$ cat src/rtl/iter_muldiv_unit_pkg.sv
// Shared encodings for the iterative multiply/divide unit.
// Imported by the datapath and its testbench.
package iter_arith_pkg;

   typedef enum logic [1:0] {
      ST_IDLE = 2'd0,
      ST_RUN  = 2'd1,
      ST_DONE = 2'd2
   } state_t;

   localparam logic MODE_MUL = 1'b0;
   localparam logic MODE_DIV = 1'b1;

endpackage

$ cat src/rtl/iter_muldiv_unit_if.sv
// Start/busy/done handshake and operand/result bus of the iterative arithmetic unit.
// master = requester, slave = arithmetic unit.
interface iter_muldiv_unit_if #(
   parameter int WIDTH = 8
);
   logic             start;
   logic             mode;
   logic [WIDTH-1:0] in_a;
   logic [WIDTH-1:0] in_b;
   logic             busy;
   logic             done;
   logic [WIDTH-1:0] out_lo;
   logic [WIDTH-1:0] out_hi;
   logic             div_by_zero;

   modport master (
      output start, mode, in_a, in_b,
      input  busy, done, out_lo, out_hi, div_by_zero
   );

   modport slave (
      input  start, mode, in_a, in_b,
      output busy, done, out_lo, out_hi, div_by_zero
   );
endinterface

$ cat src/rtl/iter_muldiv_unit.sv
// One-bit-per-clock unsigned shift-add multiplier / restoring divider.
// hi_q/lo_q hold the product accumulator or the remainder/quotient pair while running.
module iter_muldiv_unit
   import iter_arith_pkg::*;
#(
   parameter  int WIDTH = 8,
   localparam int CNT_W = $clog2(WIDTH)
) (
   input logic               clk,
   input logic               rst,
   iter_muldiv_unit_if.slave bus
);

   state_t             st;
   logic               mode_q;
   logic [WIDTH-1:0]   hi_q;
   logic [WIDTH-1:0]   lo_q;
   logic [WIDTH-1:0]   opnd_q;
   logic [CNT_W-1:0]   cnt;
   logic               busy_q;
   logic               done_q;
   logic [WIDTH-1:0]   out_lo_q;
   logic [WIDTH-1:0]   out_hi_q;
   logic               dbz_q;

   logic [WIDTH:0]     sum;
   logic [WIDTH:0]     trial;
   logic [WIDTH-1:0]   hi_nx;
   logic [WIDTH-1:0]   lo_nx;

   // One iteration step. Multiply: lo_q shifts the multiplier out LSB-first while the
   // carry-extended sum shifts into hi_q. Divide: lo_q shifts the dividend out MSB-first
   // and collects quotient bits; the borrow (trial MSB) decides whether to restore.
   always_comb begin
      // NOTE: every variable gets a default first so no path leaves one unassigned (no latch).
      sum   = '0;
      trial = '0;
      hi_nx = hi_q;
      lo_nx = lo_q;
      if (mode_q == MODE_MUL) begin
         sum   = {1'b0, hi_q} + (lo_q[0] ? {1'b0, opnd_q} : '0);
         hi_nx = sum[WIDTH:1];
         lo_nx = {sum[0], lo_q[WIDTH-1:1]};
      end else begin
         trial = {hi_q, lo_q[WIDTH-1]} - {1'b0, opnd_q};
         if (trial[WIDTH]) begin
            hi_nx = {hi_q[WIDTH-2:0], lo_q[WIDTH-1]};
            lo_nx = {lo_q[WIDTH-2:0], 1'b0};
         end else begin
            hi_nx = trial[WIDTH-1:0];
            lo_nx = {lo_q[WIDTH-2:0], 1'b1};
         end
      end
   end

   always_ff @(posedge clk or posedge rst) begin
      if (rst) begin
         st       <= ST_IDLE;
         mode_q   <= MODE_MUL;
         hi_q     <= '0;
         lo_q     <= '0;
         opnd_q   <= '0;
         cnt      <= '0;
         busy_q   <= 1'b0;
         done_q   <= 1'b0;
         out_lo_q <= '0;
         out_hi_q <= '0;
         dbz_q    <= 1'b0;
      end else begin
         // NOTE: non-blocking assignments so every register sees pre-edge values.
         done_q <= 1'b0;
         unique case (st)
            ST_IDLE, ST_DONE: begin
               st <= ST_IDLE;
               if (bus.start) begin
                  if (bus.mode == MODE_DIV && bus.in_b == '0) begin
                     st       <= ST_DONE;
                     done_q   <= 1'b1;
                     out_lo_q <= '1;
                     out_hi_q <= bus.in_a;
                     dbz_q    <= 1'b1;
                  end else begin
                     st     <= ST_RUN;
                     busy_q <= 1'b1;
                     mode_q <= bus.mode;
                     hi_q   <= '0;
                     lo_q   <= bus.in_a;
                     opnd_q <= bus.in_b;
                     cnt    <= '0;
                  end
               end
            end
            ST_RUN: begin
               hi_q <= hi_nx;
               lo_q <= lo_nx;
               cnt  <= cnt + 1'b1;
               if (cnt == CNT_W'(WIDTH - 1)) begin
                  st       <= ST_DONE;
                  busy_q   <= 1'b0;
                  done_q   <= 1'b1;
                  out_lo_q <= lo_nx;
                  out_hi_q <= hi_nx;
                  dbz_q    <= 1'b0;
               end
            end
            default: st <= ST_IDLE;
         endcase
      end
   end

   assign bus.busy        = busy_q;
   assign bus.done        = done_q;
   assign bus.out_lo      = out_lo_q;
   assign bus.out_hi      = out_hi_q;
   assign bus.div_by_zero = dbz_q;

endmodule
$ cat src/flat_wrapper.sv
// flat-port wrapper written by rule: the top's interface ports become plain ports
module iter_muldiv_unit_flat import iter_arith_pkg::*;
#(
   parameter  int WIDTH = 8,
   localparam int CNT_W = $clog2(WIDTH)
)
  (clk, rst, bus_start, bus_mode, bus_in_a, bus_in_b, bus_busy, bus_done, bus_out_lo, bus_out_hi, bus_div_by_zero);
  iter_muldiv_unit_if #(.WIDTH(WIDTH)) bus_i ();
  input logic clk;
  input logic rst;
  input wire logic [$bits(bus_i.start)-1:0] bus_start;
  input wire logic [$bits(bus_i.mode)-1:0] bus_mode;
  input wire logic [$bits(bus_i.in_a)-1:0] bus_in_a;
  input wire logic [$bits(bus_i.in_b)-1:0] bus_in_b;
  output wire logic [$bits(bus_i.busy)-1:0] bus_busy;
  output wire logic [$bits(bus_i.done)-1:0] bus_done;
  output wire logic [$bits(bus_i.out_lo)-1:0] bus_out_lo;
  output wire logic [$bits(bus_i.out_hi)-1:0] bus_out_hi;
  output wire logic [$bits(bus_i.div_by_zero)-1:0] bus_div_by_zero;
  assign bus_i.start = bus_start;
  assign bus_i.mode = bus_mode;
  assign bus_i.in_a = bus_in_a;
  assign bus_i.in_b = bus_in_b;
  assign bus_busy = bus_i.busy;
  assign bus_done = bus_i.done;
  assign bus_out_lo = bus_i.out_lo;
  assign bus_out_hi = bus_i.out_hi;
  assign bus_div_by_zero = bus_i.div_by_zero;
  iter_muldiv_unit #(.WIDTH(WIDTH)) u_core (.clk(clk), .rst(rst), .bus(bus_i));
endmodule
$ cat config.mk
export PLATFORM = sky130hd
export DESIGN_NAME = iter_muldiv_unit_flat
export DESIGN_NICKNAME = d
export VERILOG_FILES = /design/src/rtl/iter_muldiv_unit_pkg.sv /design/src/rtl/iter_muldiv_unit_if.sv /design/src/rtl/iter_muldiv_unit.sv /design/src/flat_wrapper.sv
export SDC_FILE = /design/constraint.sdc
export NUM_CORES = 1
export LEC_CHECK = 0
export ABC_AREA = 0
export CORE_ASPECT_RATIO = 0.8
export CORE_UTILIZATION = 27
export DETAILED_ROUTE_END_ITERATION = 16
export PLACE_DENSITY_LB_ADDON = 0.1
export SYNTH_ARGS = -nofsm -noshare
export SYNTH_HDL_FRONTEND = slang
export SYNTH_SLANG_ARGS = --single-unit
export TNS_END_PERCENT = 30
$ cat constraint.sdc
create_clock -name clk -period 3.07 [get_ports clk]
set_input_delay 0.614 -clock clk [delete_from_list [all_inputs] [get_ports clk]]
set_output_delay 0.614 -clock clk [all_outputs]
set_load 0.05 [all_outputs]
==> impl_metrics.csv, run 1 <==
group,metric,value,unit
clock_network,clock_tree.htree_level_count,2,
route,route.antenna.remaining_nets,0,
timing,grt_setup_unrepaired,"no",
clock_network,max-clock-path-buffers,2,
grt,antenna_found_initial,0,
timing,tightestPinTransition,0.631,ns
clock_network,ctsHoldBuffers,0,
grt,largest_net_degree_at_the_start_of_global_routing,50,
worst_hold_path,min-delay-path-class,"reg2reg",
clock_network,clk_pin_slew,0.07,ns
timing,fmaxAchievable,361,MHz
clock_network,clock-root-buffer,"clkbuf_16",
synth,synthTopCellsByArea,"dfrtp_1 (41%), ha_1 (7.5%), a21oi_1 (4.5%)",
die,die_area,11500,um^2
timing,hold_viol_final,0,
layout,layout-drive-gt1-share,10.6,%
critical_path,crit_path_cell_trace,"inv_1 -> ha_1 -> inv_1 -> fa_1 -> a211oi_1 -> o21ai_1 -> a211oi_2 -> buf_4 -> mux2_2 -> a21o_1 -> a31oi_1",
timing,finalSetupTns,0,ns
clock_network,cts.sink_count,49,
critical_path,critical_path.startpoint_type,"flip-flop",
layout,ff_latch_area,1230,um^2
timing,period_minus_slack,2.77,ns
critical_path,cp_slowest_stage_delay,0.41,ns
synth,synth_area_per_cell,9.35,um^2
critical_path,critPathRequiredTime,3.28,ns
critical_path,path_buf_inv,3,
grt,groute.usage.overall,16.0,%
timing,timing.max_slew.rel_slack,57.8,%
route,vias,2564,
die,ios,39,
synth,synthCells,321,
critical_path,worst_path_max_delay_cell,"dfrtp_1",
synth,yosysWarnings,0,
die,die_height,96.3,um
critical_path,criticalPathCategory,"reg2reg",
timing,setup_viol,0,
clock_network,clkLatencyLatePin,0.29,ns
layout,number_of_nets_in_the_layout,408,
critical_path,path_delay_family,"compound AO/OA/AOI/OAI gates",
grt,number_of_global_route_vias_before_repair,2508,
die,floorplan.initialDensity,27.7,%
synth,post_synth_num_cell_types,51,
route,detail_route.vias_per_cell,5.00,
die,floorplan.die.width,120,um
route,drc,0,
synth,seq_area_frac_synth,40.8,%
timing,final-max-slew-violation-count,0,
die,row_count,34,
clock_network,clock_tree_from_tritoncts,"yes",
layout,antenna_diodes,0,
synth,synthesis.nets,361,
route,wire_per_inst,16.9,um
synth,netlist_area,3000,um^2
flow_run,timing.max_cap.violations,0,
synth,ys_ff_latch,49,
layout,syn_to_final_growth,26.7,%
timing,final_worst_path_cycle_share,90.3,%
placement,placement.io_buffers,38,
synth,synth_largest_area_cell,"dfrtp_1",
clock_network,cts-buffers-inserted,5,
synth,post_synth_arst_share,100,%
die,core_region_area,10800,um^2
route,detailedRoute.firstIterationViolations,66,
synth,synth_enable_flop_cells,0,
synth,synthFlopType,"dfrtp_1",
timing,clock-skew-final,0.00587,ns
critical_path,worst_setup_path_end_kind,"flip-flop",
layout,total_area_of_multi_input_combinational_cells,1640,um^2
outcome,run_status,"complete, no violations",
route,route.final.wire_length,8.66,mm
grt,grt_first_pass_wirelength,13.8,mm
route,drt_first_pass_iters,4,
grt,grt_overflow,0,
synth,synth_top_area_share,40.8,%
critical_path,cp_common_cell,"inv_1",
critical_path,critPathArrivalTime,2.98,ns
placement,routability_cong,0.751,
critical_path,critPathMaxFanout,3,
placement,hpwl,6.48,mm
layout,n_fill_cell,1111,
==> metrics by stage <==
stage / hold WS, ns / utilization (%) / cells / setup slack (ns) / instance area [um^2]
after global placement: 0.479 / 33.4 / 505 / 0.131 / 3630
after detailed placement: 0.495 / 33.4 / 505 / 0.130 / 3630
final: 0.496 / 35.1 / 513 / 0.299 / 3810
after floorplan: 0.468 / - / 321 / 0.542 / 3000
after global routing: 0.537 / 35.1 / 513 / 0.0332 / 3810
after CTS: 0.511 / 35.1 / 513 / 0.134 / 3800
==> state kept, by name, indices dropped and copies added (netlist names), 2 cells and up <==
register	cells
u_core.st	2
u_core.bus.out_hi	8
u_core.hi_q	8
u_core.lo_q	8
u_core.opnd_q	8
u_core.cnt	3
u_core.bus.out_lo	8
==> worst min-delay path, cell delays in order, from the launching register on <==
cell and delay, ns:
dfrtp_1 0.35, nand2_1 0.05, nand3_1 0.06
==> layer usage <==
metal	routed length (um)	global-route usage [%]	vias to the layer above
li1	-	-	1248
met1	4420	23.7	1244
met2	3620	23.6	61
met3	499	2.90	11
met4	116	4.48	0
met5	0	0	-
==> cells in the mapped netlist, types with 4 or more instances <==
| master | number |
|---|---|
| xnor2_1 | 5 |
| mux2i_1 | 8 |
| clkbuf_1 | 8 |
| a211oi_1 | 9 |
| a21oi_1 | 27 |
| o21ai_0 | 20 |
| a21o_1 | 9 |
| and2_1 | 18 |
| dfrtp_1 | 49 |
| nand3_1 | 5 |
| a31oi_1 | 9 |
| ha_1 | 18 |
| mux2_2 | 4 |
| nor2_1 | 21 |
| nor2b_1 | 6 |
| inv_1 | 15 |
| nand2_1 | 34 |
==> layout by cell type (no fill, tap or decap), types with 14 or more instances in the layout <==
| master | count |
|---|---|
| dfrtp_1 | 49 |
| ha_1 | 18 |
| and2_1 | 18 |
| nand2_1 | 34 |
| clkdlybuf4s50_1 | 38 |
| buf_4 | 14 |
| o21ai_0 | 20 |
| a21oi_1 | 27 |
| inv_1 | 14 |
| nor2_1 | 21 |
==> final timing paths <==
kind	from	end	slack, ns	cells after the start
max in group asynchronous	rst	u_core.bus.out_hi[7]	2.14	3
min in group asynchronous	rst	u_core.bus.div_by_zero	0.67	3
hold / removal	u_core.bus.out_hi[6]	u_core.bus.out_hi[6]	0.50	2
setup / recovery	u_core.lo_q[7]	u_core.bus.out_hi[0]	0.30	11
setup reg to reg	u_core.lo_q[7]	u_core.bus.out_hi[0]	0.30	11
hold reg to reg	u_core.bus.out_hi[6]	u_core.bus.out_hi[6]	0.50	2
==> what timing repair did <==
| action | 4_1_cts | 5_1_grt |
|---|---|---|
| setup buffers | 0 | 0 |
| gates resized for setup | 0 | 1 |
| setup endpoints to repair | 0 | 4 |
==> layout make-up <==
cell class / count / area share [%]
clock inverter: 2 / 0.986
multi-input combinational: 243 / 43.1
tap: 144 / 4.73
clock buffer: 6 / 3.65
sequential: 49 / 32.2
inverter: 15 / 1.48
timing repair buffer: 54 / 13.8
==> logic make-up (layout without fill, tap and decap cells) <==
logic type | Yosys count | after routing | synth area share [%]
xor gates and xnor gates | 8 | 8 | 2.33
buffers and inverters | 29 | 77 | 4.62
DFF | 49 | 49 | 40.8
adders and majority gates | 20 | 20 | 8.83
and+or+nand+nor | 103 | 103 | 17.3
muxes | 12 | 12 | 4.17
AOI/OAI and AO/OA | 100 | 100 | 21.9
Power of run 1 is left out: the tool's default activity adds up to more than one toggle a clock period on the data nets, which glitch-free logic cannot reach.
==> run 2, diff against run 1 <==
--- a/config.mk
+++ b/config.mk
@@ -10,6 +10,7 @@
 export CORE_UTILIZATION = 27
 export DETAILED_ROUTE_END_ITERATION = 16
 export PLACE_DENSITY_LB_ADDON = 0.1
+export SKIP_CTS_REPAIR_TIMING = 1
 export SYNTH_ARGS = -nofsm -noshare
 export SYNTH_HDL_FRONTEND = slang
 export SYNTH_SLANG_ARGS = --single-unit
==> results of run 2 <==
Final layout, timing and power as in run 1 (identical DEF).
Power of run 2 is left out for the same reason.
==> run 3, diff against run 2 <==
--- a/config.mk
+++ b/config.mk
@@ -7,6 +7,7 @@
 export LEC_CHECK = 0
 export ABC_AREA = 0
 export CORE_ASPECT_RATIO = 0.8
+export CORE_MARGIN = 2
 export CORE_UTILIZATION = 27
 export DETAILED_ROUTE_END_ITERATION = 16
 export PLACE_DENSITY_LB_ADDON = 0.1
==> impl_metrics.csv, run 3 (same netlist as run 1, synthesis figures left out) <==
group,metric,value,unit
critical_path,critical_path.startpoint_type,"flip-flop",
clock_network,cts.sink_count,49,
worst_hold_path,hold_end,"u_core.bus.out_hi[6]",
layout,total_area_of_multi_input_combinational_cells,1640,um^2
grt,grt_first_pass_wirelength,14.3,mm
critical_path,critPathMaxFanout,3,
worst_hold_path,hold_path_startpoint,"u_core.bus.out_hi[6]",
layout,antenna_diodes,0,
route,detailedRoute.firstIterationViolations,98,
die,die_height,98.3,um
route,vias,2483,
grt,largest_net_degree_at_the_start_of_global_routing,50,
critical_path,worst_setup_path_end_kind,"flip-flop",
layout,final_area,3790,um^2
die,die_area,12000,um^2
critical_path,worst_r2r_endpoint,"u_core.bus.out_hi[7]",
critical_path,critPathRequiredTime,3.23,ns
worst_hold_path,min-delay-path-class,"reg2reg",
clock_network,clk_pin_slew,0.07,ns
clock_network,clock_tree_from_tritoncts,"yes",
critical_path,critPathArrivalTime,2.91,ns
placement,placement.cell_area,3620,um^2
layout,layout-drive-gt1-share,10.6,%
layout,number_of_nets_in_the_layout,408,
critical_path,r2r_setup_slack,0.32,ns
route,route.final.wire_length,8.80,mm
clock_network,clock-root-buffer,"clkbuf_16",
timing,fmaxAchievable,364,MHz
grt,groute.usage.overall,15.6,%
critical_path,reg2reg_depth,10,
timing,tightestPinTransition,0.852,ns
timing,finalSetupTns,0,ns
die,floorplan.die.width,122,um
layout,ff_latch_area,1230,um^2
route,drt_first_pass_iters,4,
route,wire_per_inst,17.2,um
timing,final-max-slew-violation-count,0,
die,core_region_area,10800,um^2
timing,hold_slack,0.502,ns
layout,n_fill_cell,1139,
die,floorplan.initialDensity,27.7,%
layout,syn_to_final_growth,26.3,%
timing,clock-skew-final,0.00965,ns
worst_hold_path,timing.hold.worst_path_depth,2,
route,detail_route.vias_per_cell,4.84,
timing,setup_viol,0,
grt,antenna_found_initial,0,
clock_network,clkLatencyLatePin,0.29,ns
route,route.antenna.remaining_nets,0,
timing,hold_viol_final,0,
flow_run,timing.max_cap.violations,0,
timing,final_worst_path_cycle_share,89.6,%
timing,timing.max_slew.rel_slack,43.2,%
layout,most-common-layout-cells,"dfrtp_1 (49), clkdlybuf4s50_1 (38), nand2_1 (34)",
die,ios,39,
timing,grt_setup_unrepaired,"no",
clock_network,cts-buffers-inserted,5,
clock_network,max-clock-path-buffers,2,
placement,placement.io_buffers,38,
outcome,run_status,"complete, no violations",
timing,period_minus_slack,2.75,ns
critical_path,crit-reg2reg-launch,"u_core.lo_q[7]",
critical_path,criticalPathCategory,"reg2reg",
die,row_count,34,
route,drc,0,
placement,hpwl,6.50,mm
placement,routability_cong,0.770,
layout,layout.cells.most_common,"dfrtp_1",
clock_network,clock_tree.htree_level_count,2,
grt,number_of_global_route_vias_before_repair,2567,
grt,grt_overflow,0,
==> run 3: cell counts in the layout (fill, tap and decap cells not counted) <==
Identical to the previous run, type by type.
==> run 3: layer usage <==
metal  up-vias  share of wire [%]  routed length, um  GRT usage [%]
met5         -                  0                  0              0
met4         0               0.34                 30           2.48
met3         2                2.4                207           2.57
met2        33                 42               3730           23.2
met1      1203                 55               4830           24.0
li1       1245                  -                  -              -
==> run 3: area by class of cell <==
cell class | count | share of cell area (%)
inverters | 15 | 1.48
well taps | 144 | 4.75
repair buffers | 54 | 13.5
flip-flops and latches | 49 | 32.3
clock buffers | 6 | 3.66
clock inverters | 2 | 0.989
multi-input cells | 243 | 43.3
==> run 3: metrics by stage <==
stage	setup slack [ns]	instances	util, %
3_3_place_gp	0.174	505	33.3
3_5_place_dp	0.150	505	33.3
2_1_floorplan	0.542	321	-
5_1_grt	0.0404	513	35.0
6_report	0.320	513	35.0
4_1_cts	0.130	513	35.0
==> run 3: worst max path at each step <==
stage / start / endpoint / slack, ns
3_5_place_dp: bus_in_b[5] / u_core.lo_q[4] / 0.15
5_1_grt: u_core.lo_q[7] / u_core.bus.out_hi[7] / 0.04
3_3_place_gp: bus_in_b[4] / u_core.lo_q[4] / 0.17
2_1_floorplan: u_core.lo_q[7] / u_core.bus.out_hi[1] / 0.54
6_report: u_core.lo_q[7] / u_core.bus.out_hi[7] / 0.32
4_1_cts: u_core.lo_q[7] / u_core.bus.out_hi[7] / 0.13
==> run 3: worst max-delay path, stage by stage (launching register included) <==
cell and delay [ns]:
dfrtp_1 0.41, inv_1 0.08, ha_1 0.16, inv_1 0.05
fa_1 0.39, a211oi_1 0.31, o21ai_1 0.16, a2111oi_1 0.58
nand4_1 0.17, o311ai_0 0.16, a31oi_1 0.15
Power of run 3 is left out for the same reason.
